<file path="src/rtl/noc_pkg.sv">
// Shared NoC definitions for the ingress port and its flit FIFOs.
//   VC_BITS / FLIT_WIDTH : flit and virtual-channel widths
//   FLIT_VC_LSB          : position of the VC id inside a flit (just below valid)
//   credit_t             : credit return word {valid, vc}
package noc_pkg;

  localparam int unsigned VC_BITS     = 1;
  localparam int unsigned FLIT_WIDTH  = 16;
  localparam int unsigned FLIT_VC_LSB = FLIT_WIDTH - 1 - VC_BITS;

  typedef struct packed {
    logic               valid;
    logic [VC_BITS-1:0] vc;
  } credit_t;

endpackage

</file>
<file path="src/rtl/flit_fifo.sv">
// Single-clock 1R1W flit FIFO with full/empty flags.
//   CLK, RST_N    : clock, asynchronous active-low reset
//   wrEn, wrData  : push request and data
//   rdEn, rdData  : pop request and head-of-queue data
//   full, empty   : occupancy flags
// A push into a full FIFO is accepted when a pop happens in the same cycle.
module flit_fifo #(
  parameter int unsigned DEPTH = 4,
  parameter int unsigned WIDTH = 16
) (
  input  logic             CLK,
  input  logic             RST_N,
  input  logic             wrEn,
  input  logic [WIDTH-1:0] wrData,
  input  logic             rdEn,
  output logic [WIDTH-1:0] rdData,
  output logic             full,
  output logic             empty
);

  localparam int unsigned PW = $clog2(DEPTH);
  localparam int unsigned CW = $clog2(DEPTH + 1);

  logic [WIDTH-1:0] mem [DEPTH];
  logic [PW-1:0]    wrPtr;
  logic [PW-1:0]    rdPtr;
  logic [CW-1:0]    count;
  logic             wrAcc;
  logic             rdAcc;

  always_comb begin
    full   = (count == CW'(DEPTH));
    empty  = (count == '0);
    rdAcc  = rdEn && !empty;
    wrAcc  = wrEn && (!full || rdAcc);
    rdData = mem[rdPtr];
  end

  always_ff @(posedge CLK) begin
    if (wrAcc) mem[wrPtr] <= wrData;
  end

  // DEPTH is a power of two, so the pointers wrap by natural overflow.
  always_ff @(posedge CLK or negedge RST_N) begin
    if (!RST_N) begin
      wrPtr <= '0;
      rdPtr <= '0;
      count <= '0;
    end else begin
      if (wrAcc) wrPtr <= wrPtr + PW'(1);
      if (rdAcc) rdPtr <= rdPtr + PW'(1);
      if (wrAcc && !rdAcc)      count <= count + CW'(1);
      else if (!wrAcc && rdAcc) count <= count - CW'(1);
    end
  end

endmodule

</file>
<file path="src/rtl/network_ingress_port.sv">
// Network-side receiver of a send port: buffers flits per virtual channel,
// forwards them round-robin over a valid/ready link and returns one credit
// per forwarded flit.
//   CLK, RST_N                   : clock, asynchronous active-low reset
//   send_ports_putFlit_flit_in   : incoming flit, MSB = valid
//   EN_send_ports_putFlit        : enqueue strobe
//   send_ports_getCredits        : credit {valid, vc}, lowest VC with pending credit
//   EN_send_ports_getCredits     : sender takes the presented credit
//   out_flit / out_flit_valid / out_flit_ready : downstream handshake
//   overflow_err                 : sticky, a flit arrived for a full VC
module network_ingress_port
  import noc_pkg::*;
#(
  parameter int unsigned BUF_DEPTH = 4,
  parameter int unsigned NUM_VCS   = 2 ** VC_BITS
) (
  input  logic                  CLK,
  input  logic                  RST_N,
  input  logic [FLIT_WIDTH-1:0] send_ports_putFlit_flit_in,
  input  logic                  EN_send_ports_putFlit,
  output logic [VC_BITS:0]      send_ports_getCredits,
  input  logic                  EN_send_ports_getCredits,
  output logic [FLIT_WIDTH-1:0] out_flit,
  output logic                  out_flit_valid,
  input  logic                  out_flit_ready,
  output logic                  overflow_err
);

  localparam int unsigned CRW = $clog2(BUF_DEPTH + 1);

  logic [NUM_VCS-1:0]    fifoWr;
  logic [NUM_VCS-1:0]    fifoRd;
  logic [NUM_VCS-1:0]    fifoFull;
  logic [NUM_VCS-1:0]    fifoEmpty;
  logic [NUM_VCS-1:0]    crDec;
  logic [FLIT_WIDTH-1:0] fifoHead [NUM_VCS];
  logic [CRW-1:0]        pendingCr [NUM_VCS];

  logic [VC_BITS-1:0] inVc;
  logic [VC_BITS-1:0] rrPtr;
  logic [VC_BITS-1:0] rrSel;
  logic [VC_BITS-1:0] sel;
  logic [VC_BITS-1:0] heldVc;
  logic               holding;
  logic               putValid;
  logic               xfer;
  logic               crTake;
  logic               dropFlit;
  credit_t            credit;

  for (genvar v = 0; v < NUM_VCS; v++) begin : g_vc
    flit_fifo #(
      .DEPTH(BUF_DEPTH),
      .WIDTH(FLIT_WIDTH)
    ) uFifo (
      .CLK   (CLK),
      .RST_N (RST_N),
      .wrEn  (fifoWr[v]),
      .wrData(send_ports_putFlit_flit_in),
      .rdEn  (fifoRd[v]),
      .rdData(fifoHead[v]),
      .full  (fifoFull[v]),
      .empty (fifoEmpty[v])
    );
  end

  always_comb begin
    inVc     = send_ports_putFlit_flit_in[FLIT_VC_LSB +: VC_BITS];
    putValid = EN_send_ports_putFlit && send_ports_putFlit_flit_in[FLIT_WIDTH-1]
               && (32'(inVc) < NUM_VCS);
  end

  // Round-robin search starting at rrPtr (the VC after the last transfer).
  always_comb begin
    logic found;
    int unsigned idx;
    found = 1'b0;
    rrSel = rrPtr;
    for (int unsigned i = 0; i < NUM_VCS; i++) begin
      idx = (32'(rrPtr) + i) % NUM_VCS;
      if (!found && !fifoEmpty[idx]) begin
        found = 1'b1;
        rrSel = VC_BITS'(idx);
      end
    end
  end

  // A stalled offer stays pinned to its VC even if a higher-priority VC fills.
  always_comb begin
    sel            = holding ? heldVc : rrSel;
    out_flit_valid = ~&fifoEmpty;
    out_flit       = out_flit_valid ? fifoHead[sel] : '0;
    xfer           = out_flit_valid && out_flit_ready;
  end

  always_comb begin
    credit = '0;
    for (int unsigned i = 0; i < NUM_VCS; i++) begin
      if (!credit.valid && pendingCr[i] != '0) begin
        credit.valid = 1'b1;
        credit.vc    = VC_BITS'(i);
      end
    end
    send_ports_getCredits = credit;
    crTake                = EN_send_ports_getCredits && credit.valid;
  end

  always_comb begin
    fifoWr = '0;
    fifoRd = '0;
    crDec  = '0;
    for (int unsigned v = 0; v < NUM_VCS; v++) begin
      fifoWr[v] = putValid && (32'(inVc) == v);
      fifoRd[v] = xfer && (32'(sel) == v);
      crDec[v]  = crTake && (32'(credit.vc) == v);
    end
    dropFlit = putValid && fifoFull[inVc] && !fifoRd[inVc];
  end

  always_ff @(posedge CLK or negedge RST_N) begin
    if (!RST_N) begin
      rrPtr        <= '0;
      holding      <= 1'b0;
      heldVc       <= '0;
      overflow_err <= 1'b0;
      for (int unsigned v = 0; v < NUM_VCS; v++) pendingCr[v] <= '0;
    end else begin
      holding <= out_flit_valid && !out_flit_ready;
      heldVc  <= sel;
      if (xfer) rrPtr <= VC_BITS'((32'(sel) + 1) % NUM_VCS);
      if (dropFlit) overflow_err <= 1'b1;
      for (int unsigned v = 0; v < NUM_VCS; v++) begin
        if (fifoRd[v] && !crDec[v])      pendingCr[v] <= pendingCr[v] + CRW'(1);
        else if (!fifoRd[v] && crDec[v]) pendingCr[v] <= pendingCr[v] - CRW'(1);
      end
    end
  end

endmodule

</file>
<file path="config.mk">
export PLATFORM = sky130hd
export DESIGN_NAME = network_ingress_port
export DESIGN_NICKNAME = d
export VERILOG_FILES = /design/src/rtl/noc_pkg.sv /design/src/rtl/flit_fifo.sv /design/src/rtl/network_ingress_port.sv
export SDC_FILE = /design/constraint.sdc
export NUM_CORES = 1
export LEC_CHECK = 0
export ABC_AREA = 1
export CAP_MARGIN = 5
export CORE_UTILIZATION = 25
export CTS_CLUSTER_SIZE = 8
export DETAILED_ROUTE_END_ITERATION = 12
export GPL_ROUTABILITY_DRIVEN = 0
export PLACE_DENSITY = 0.52
export SYNTH_ARGS = -nofsm -noshare
export SYNTH_HDL_FRONTEND = slang
export SYNTH_SLANG_ARGS = --single-unit
</file>
<file path="constraint.sdc">
create_clock -name CLK -period 2.3 [get_ports CLK]
set_input_delay 0.46 -clock CLK [delete_from_list [all_inputs] [get_ports CLK]]
set_output_delay 0.46 -clock CLK [all_outputs]
set_load 0.005 [all_outputs]
</file>
* Word-level counts from Yosys, hierarchy flattened
Memories as Yosys holds them, arrays and structs flattened.
Index checks and enable logic that the tools add are counted.
Widths: inputs -> output; s select.
** Operators by class
- Add/subtract/negate cells :: 14
- $mul :: 0
- Divide/modulo/power cells :: 0
- $lt $le $gt $ge :: 4
- Equality and inequality tests :: 2
- Shifts and indexed selects :: 0
- Muxes and demuxes :: 28
- Bitwise logic cells :: 4
- Reductions and logical operators :: 54
** Operators by type and width (number)
- $mux 16 :: 4
- $logic_and 1x1->1 :: 26
- $mux 3 :: 8
- $logic_not 1->1 :: 17
- $mux 1 :: 14
- $add 3x1->3 const B :: 4
- $sub 3x1->3 const B :: 4
- $add 2x1->2 const B :: 4
- $reduce_bool 2->1 :: 4
- $eq 3x3->1 const B :: 2
- $logic_not 3->1 :: 2
- $lt 1x2->1 const B :: 3
- $reduce_bool 3->1 :: 2
- $mux 2 :: 2
- $not 1->1 :: 3
- $add 1x1->1 const B :: 2
- $ge 2x2->1 const B :: 1
- $logic_or 1x1->1 :: 2
- $not 1->2 :: 1
- $reduce_and 2->1 :: 1
** Storage, ports and cells
- Register bits :: 24
- Latch bits :: 0
- Memory bits (writable) :: 128
- Memory bits (read-only) :: 0
- Bits of input ports :: 21
- Output and inout bits :: 20
- Memories kept :: 2
** Memories
- g_vc[0].uFifo.mem :: depth 4, width 16, rd ports 1, clocked after Yosys merged registers in 0, write ports 1, RTL line flit_fifo.sv:24 : logic [WIDTH-1:0] mem [DEPTH];
- g_vc[1].uFifo.mem :: depth 4, width 16, rd ports 1, clocked after Yosys merged registers in 0, write ports 1, RTL line flit_fifo.sv:24

* Longest topological paths before layout
- Depth after elaboration :: 16
- Gate-level depth with buffers :: 17

* Modules after synthesis
From an unflattened synthesis, not the netlist that was laid out.
** Unflattened totals
- Cells, all modules :: 581
- Area, all modules :: 6667.6 sq um
** Modules (own cells, without submodules)
- flit_fifo (g_vc[1].uFifo) :: times used 1, cells each 233, area an instance 2932.8 sq um, seq. area each 2097.0 sq um
- flit_fifo (g_vc[0].uFifo) :: times used 1, cells each 233, area an instance 2907.8 sq um, seq. area each 2097.0 sq um
- network_ingress_port :: times used 1, cells each 115, area an instance 827.0 sq um, seq. area each 250.2 sq um

* Worst setup path before layout
OpenSTA, ideal clock, no wires.
- Path type :: register to register
- Start point :: reg g_vc[0].uFifo.count[0]
- End point :: mem g_vc[1].uFifo.mem[0][0] (enable)
- Library setup time :: 0.389 ns
- Arrival :: 1.913 ns
- Slack :: -0.002 ns
- Cell stages (with the launch flop) :: 12
- Buffers on the path :: 0
- Period minus slack after synthesis :: 2.302 ns
- Path through :: dfrtp_1 -> nor2_2 -> nand2_2 -> inv_2 -> nand2_2 -> nand2_2 -> nand2_2 -> nand2_4 -> nand2_1 -> nand2_1 -> nand2_2 -> nor2_1
** Between the ends
- Longest elaborated chain between the ends :: 13
- Elaborated cells between the ends (all ways) :: 18
** Ends and longest elaborated chain
- start, declared :: RTL line flit_fifo.sv:27 : logic [CW-1:0] count;
- start signal, assigned :: RTL line flit_fifo.sv:52 : if (wrAcc && !rdAcc) count <= count + CW'(1);
- start signal, assigned :: RTL line flit_fifo.sv:53 : else if (!wrAcc && rdAcc) count <= count - CW'(1);
- $logic_not 3->1 (*) :: RTL line flit_fifo.sv:33 : empty = (count == '0);
- $mux 1 (not written as such) (2 in series) :: RTL line network_ingress_port.sv:81 : if (!found && !fifoEmpty[idx]) begin
- $logic_not 1->1 :: RTL line network_ingress_port.sv:81
- $logic_and 1x1->1 :: RTL line network_ingress_port.sv:81
- $mux 1 :: RTL line network_ingress_port.sv:81
- $mux 1 :: RTL line network_ingress_port.sv:90 : sel = holding ? heldVc : rrSel;
- $logic_and 1x1->1 (*) :: RTL line network_ingress_port.sv:114 : fifoRd[v] = xfer && (32'(sel) == v);
- $logic_and 1x1->1 (*) :: RTL line flit_fifo.sv:34 : rdAcc = rdEn && !empty;
- $logic_or 1x1->1 (*) :: RTL line flit_fifo.sv:35 : wrAcc = wrEn && (!full || rdAcc);
- $logic_and 1x1->1 (*) :: RTL line flit_fifo.sv:35
- $mux 1 (*) :: RTL line flit_fifo.sv:40 : if (wrAcc) mem[wrPtr] <= wrData;
- $mux 1 (not written as such) (*) :: RTL line flit_fifo.sv:40
- end, declared :: RTL line flit_fifo.sv:24
Every way passes the cells marked *; elsewhere a longest branch is shown, timed or not. The select of a mux whose other input is x is not followed.

* Final worst setup path
- Start point :: reg g_vc[1].uFifo.count[2]
- End point :: out out_flit[13]
** Between the ends
- Longest elaborated chain between the ends :: 12
- Elaborated cells between the ends (all ways) :: 15
** Ends and longest elaborated chain
- start, declared :: RTL line flit_fifo.sv:27
- start signal, assigned :: RTL line flit_fifo.sv:52
- start signal, assigned :: RTL line flit_fifo.sv:53
- $logic_not 3->1 (*) :: RTL line flit_fifo.sv:33
- $mux 1 (not written as such) (2 in series) :: RTL line network_ingress_port.sv:81
- $logic_not 1->1 :: RTL line network_ingress_port.sv:81
- $logic_and 1x1->1 :: RTL line network_ingress_port.sv:81
- $mux 1 :: RTL line network_ingress_port.sv:81
- $mux 1 :: RTL line network_ingress_port.sv:90
- $not 1->2 (not written as such) :: RTL line network_ingress_port.sv:92 : out_flit = out_flit_valid ? fifoHead[sel] : '0;
- $mux 16 (not written as such) (3 in series) :: RTL line network_ingress_port.sv:92
- $mux 16 (*) :: RTL line network_ingress_port.sv:92
- end, declared :: RTL line network_ingress_port.sv:23 : output logic [FLIT_WIDTH-1:0] out_flit,
Marks and branches as above.

==> reports/metrics.cfg <==
[floorplanning]
start_util_pct=25.7
core-area_um2=25400
fp.dieW_um=164
num_io_pins=41
dieArea_um2=26700
rows=58
die_h_um=164

[setup_path]
critical_path_class=flip-flop to primary output
crit_chain=inv_2, nand3_2, nand2_2, nand2_2, nand2_4, nand2_8, buf_12, buf_12, o21ai_2, nor2_1, buf_2
cp-start-kind=flip-flop
crit_family=buffers and inverters
crit_fanout=7
arrival_ps=1940
critPathRequiredTime_ps=1840
cpMaxStageDelayCell=dfrtp_1
critPathCaptureType=primary output
max_stage_delay_ps=430
worst-path-buf-inv=4

[cells_and_area]
fill_cells=2533
regArea_um2=4450
finalNetCount=701
multi_input_area_um2=2100
final_common_cell=edfxtp_1
antennaDiodeCount=0
drive_gt1_share_pct=33.2
finalNonFillerCells=1007
synthToLayoutAreaGrowth_pct=35.7
layout_common_cells=edfxtp_1 (128), nand2_1 (107), buf_4 (63)

[detailed_routing]
totalWireLength_um=15400
drt_iter0_drc=188
vias=4267
routedWlPerCell_um=15.3
via_per_inst=4.24
route.detailed.drc=0
drt_first_pass_iters=5
final_antenna_net_count=0

[cts]
cts_tree=done
hold_buffers=0
cts.sinks=152
htree_levels=4
clock_latency_ps=420
cts_max_path_buffers=2
cts-root-buf=clkbuf_16
clk_pin_slew_ps=60
numCtsBuffers=17

[sta]
final_hold_viol_count=0
fmax_ghz=0.417
setup_tns_ps=-1130
tightestPinTransition_ps=399
setup_viol=21
worst_slack_ps=-96.0
min_period_ps=2400
clock_skew_ps=12.5
worst_hold_slack_ps=412
drv_slew=0
finalCritPeriodShare_pct=104
slew_headroom_pct=73.2
rsz0062_at_grt=true

[power_and_ir_drop]
clockPowerShare_pct=24.4
power_density_nw_per_um2=1220
p_int_mw=6.93
leakagePower_nw=3.31
ir_drop_mv=0.460
switching_power_mw=3.82
pwr-share-seq_pct=32.8
comb_power_share_pct=42.8
switching_share_pct=35.6
power_mw=10.8

[run]
drv_cap=0

[grt]
antenna_found_initial=0
grt_max_degree=25
grt_first_pass_wirelength_um=24300
gr-total-overflow=0
grt_pass1_vias=4275
grt_usage_pct=12.3

[logic_synthesis]
syn_area_per_cell_um2=12.0
ys_types=34
synthCells=542
synth_area_um2=6520
synth-seq-area-share_pct=68.1
yosysWarnings=0
yosys_register_bits=152
syn_nets=579

[placement]
hpwl_um=9550
io_buffers=40
dp_cells=956

[run_status]
violations=negative setup slack
outcome=finished with violations

[worst_hold_path]
hold_class=input pin to async pin

-- through the flow --
stage	instance area (µm²)	utilization, %	setup slack (ps)
floorplan	6520	-	-1.76
global placement	7900	31.1	-284
detailed placement	7900	31.1	-301
CTS	8670	34.2	-132
global route	8850	34.8	-219
finish	8850	34.8	-96.0
-- cell families (layout without fill, tap and decap cells) --
group / Yosys count / count (layout) / share of synthesized area [%]
buffers and inverters: 61 / 196 / 4.24
flip-flops: 152 / 152 / 68.1
multiplexers: 3 / 3 / 0.518
AO/OA/AOI/OAI: 94 / 94 / 8.40
adder cells (fa/ha/maj): 16 / 16 / 3.53
XOR/XNOR: 12 / 12 / 1.61
AND/OR/NAND/NOR: 204 / 204 / 13.6
-- cells in the mapped netlist --
library cell / count / share of area (%)
buf_2: 7 / 0.54
a21oi_2: 1 / 0.13
ha_1: 12 / 2.3
nand2_4: 1 / 0.17
nand3_2: 5 / 0.77
nand2_1: 111 / 6.4
buf_12: 1 / 0.31
a22o_1: 1 / 0.13
o22ai_1: 2 / 0.19
buf_8: 1 / 0.23
buf_4: 3 / 0.35
nor2_4: 1 / 0.17
a21oi_1: 49 / 3.8
mux2_2: 3 / 0.52
inv_1: 34 / 2.0
fa_1: 4 / 1.2
xnor2_1: 7 / 0.94
o21ai_0: 17 / 1.3
xor2_1: 5 / 0.67
clkinv_1: 1 / 0.057
nand2_2: 7 / 0.67
nor2_2: 3 / 0.29
o21ai_1: 1 / 0.077
edfxtp_1: 128 / 59
nor3_1: 3 / 0.23
clkbuf_1: 11 / 0.63
buf_1: 1 / 0.057
a22oi_1: 15 / 1.7
o21ai_2: 8 / 1.1
nor2_1: 38 / 2.2
inv_2: 2 / 0.12
nand3_1: 34 / 2.6
nand4_1: 1 / 0.096
dfrtp_1: 24 / 9.2
-- repair_timing --
item,in CTS,in global routing
resized for setup,126,42
pin swaps,28,16
setup buffers,14,7
endpoints found under the setup margin,25,67
-- final timing paths --
check,slack [ps],endpoint,start,cells past startpoint
hold reg to reg,470,overflow_err$_DFFE_PN0P_,overflow_err$_DFFE_PN0P_,2
setup reg to reg,-90,g_vc[0].uFifo.count[2]$_DFFE_PN0P_,g_vc[1].uFifo.count[2]$_DFFE_PN0P_,16
max in group asynchronous,1620,pendingCr[3]$_DFFE_PN0P_,RST_N,2
min in group CLK,470,overflow_err$_DFFE_PN0P_,overflow_err$_DFFE_PN0P_,2
setup / recovery,-100,out_flit[13],g_vc[1].uFifo.count[2]$_DFFE_PN0P_,11
hold / removal,410,pendingCr[5]$_DFFE_PN0P_,RST_N,2
-- power groups by stage --
stage | sequential [mW] | combinational [mW] | clock (mW)
6_report | 3.53 | 4.60 | 2.62
5_1_grt | 3.57 | 5.10 | 2.81
4_1_cts | 3.51 | 4.44 | 2.68
3_5_place_dp | 3.56 | 4.19 | 0
3_3_place_gp | 3.56 | 4.16 | 0
2_1_floorplan | 3.53 | 2.29 | 0
-- cell type report --
class                   count  area share [%]
clock inverters            12            1.33
clock buffers              20            4.93
repair buffers            127            13.4
multi-input cells         329            23.7
well taps                 330            4.66
inverters                  37            1.68
flip-flops and latches    152            50.2
-- worst reg2reg max path, cell delays in order (launching register included) --
cell and delay (ps):
dfrtp_1 430, inv_2 60, nand3_2 100, buf_6 110
nor2_4 40, buf_6 110, nor2_4 180, nand3_4 120
nand2_2 100, nand2_2 60, inv_2 70, ha_4 130
inv_4 30, fa_2 370, a21oi_2 150, o21ai_2 70
xor2_1 140
-- state kept, by name (all words and copies together), names as in the netlist --
register,count
pendingCr,6
g_vc.uFifo.wrPtr,4
heldVc,1
g_vc.uFifo.rdPtr,4
holding,1
overflow_err,1
g_vc.uFifo.mem,128
rrPtr,1
g_vc.uFifo.count,6
-- routing by layer --
layer | GRT usage [%] | up-vias | routed length (µm)
met5 | 0 | - | 0
met4 | 3.49 | 0 | 131
met3 | 2.62 | 9 | 453
met2 | 20.0 | 55 | 7440
met1 | 16.3 | 2069 | 7350
li1 | - | 2134 | -
No activity file was read; power rests on OpenSTA's default activity.
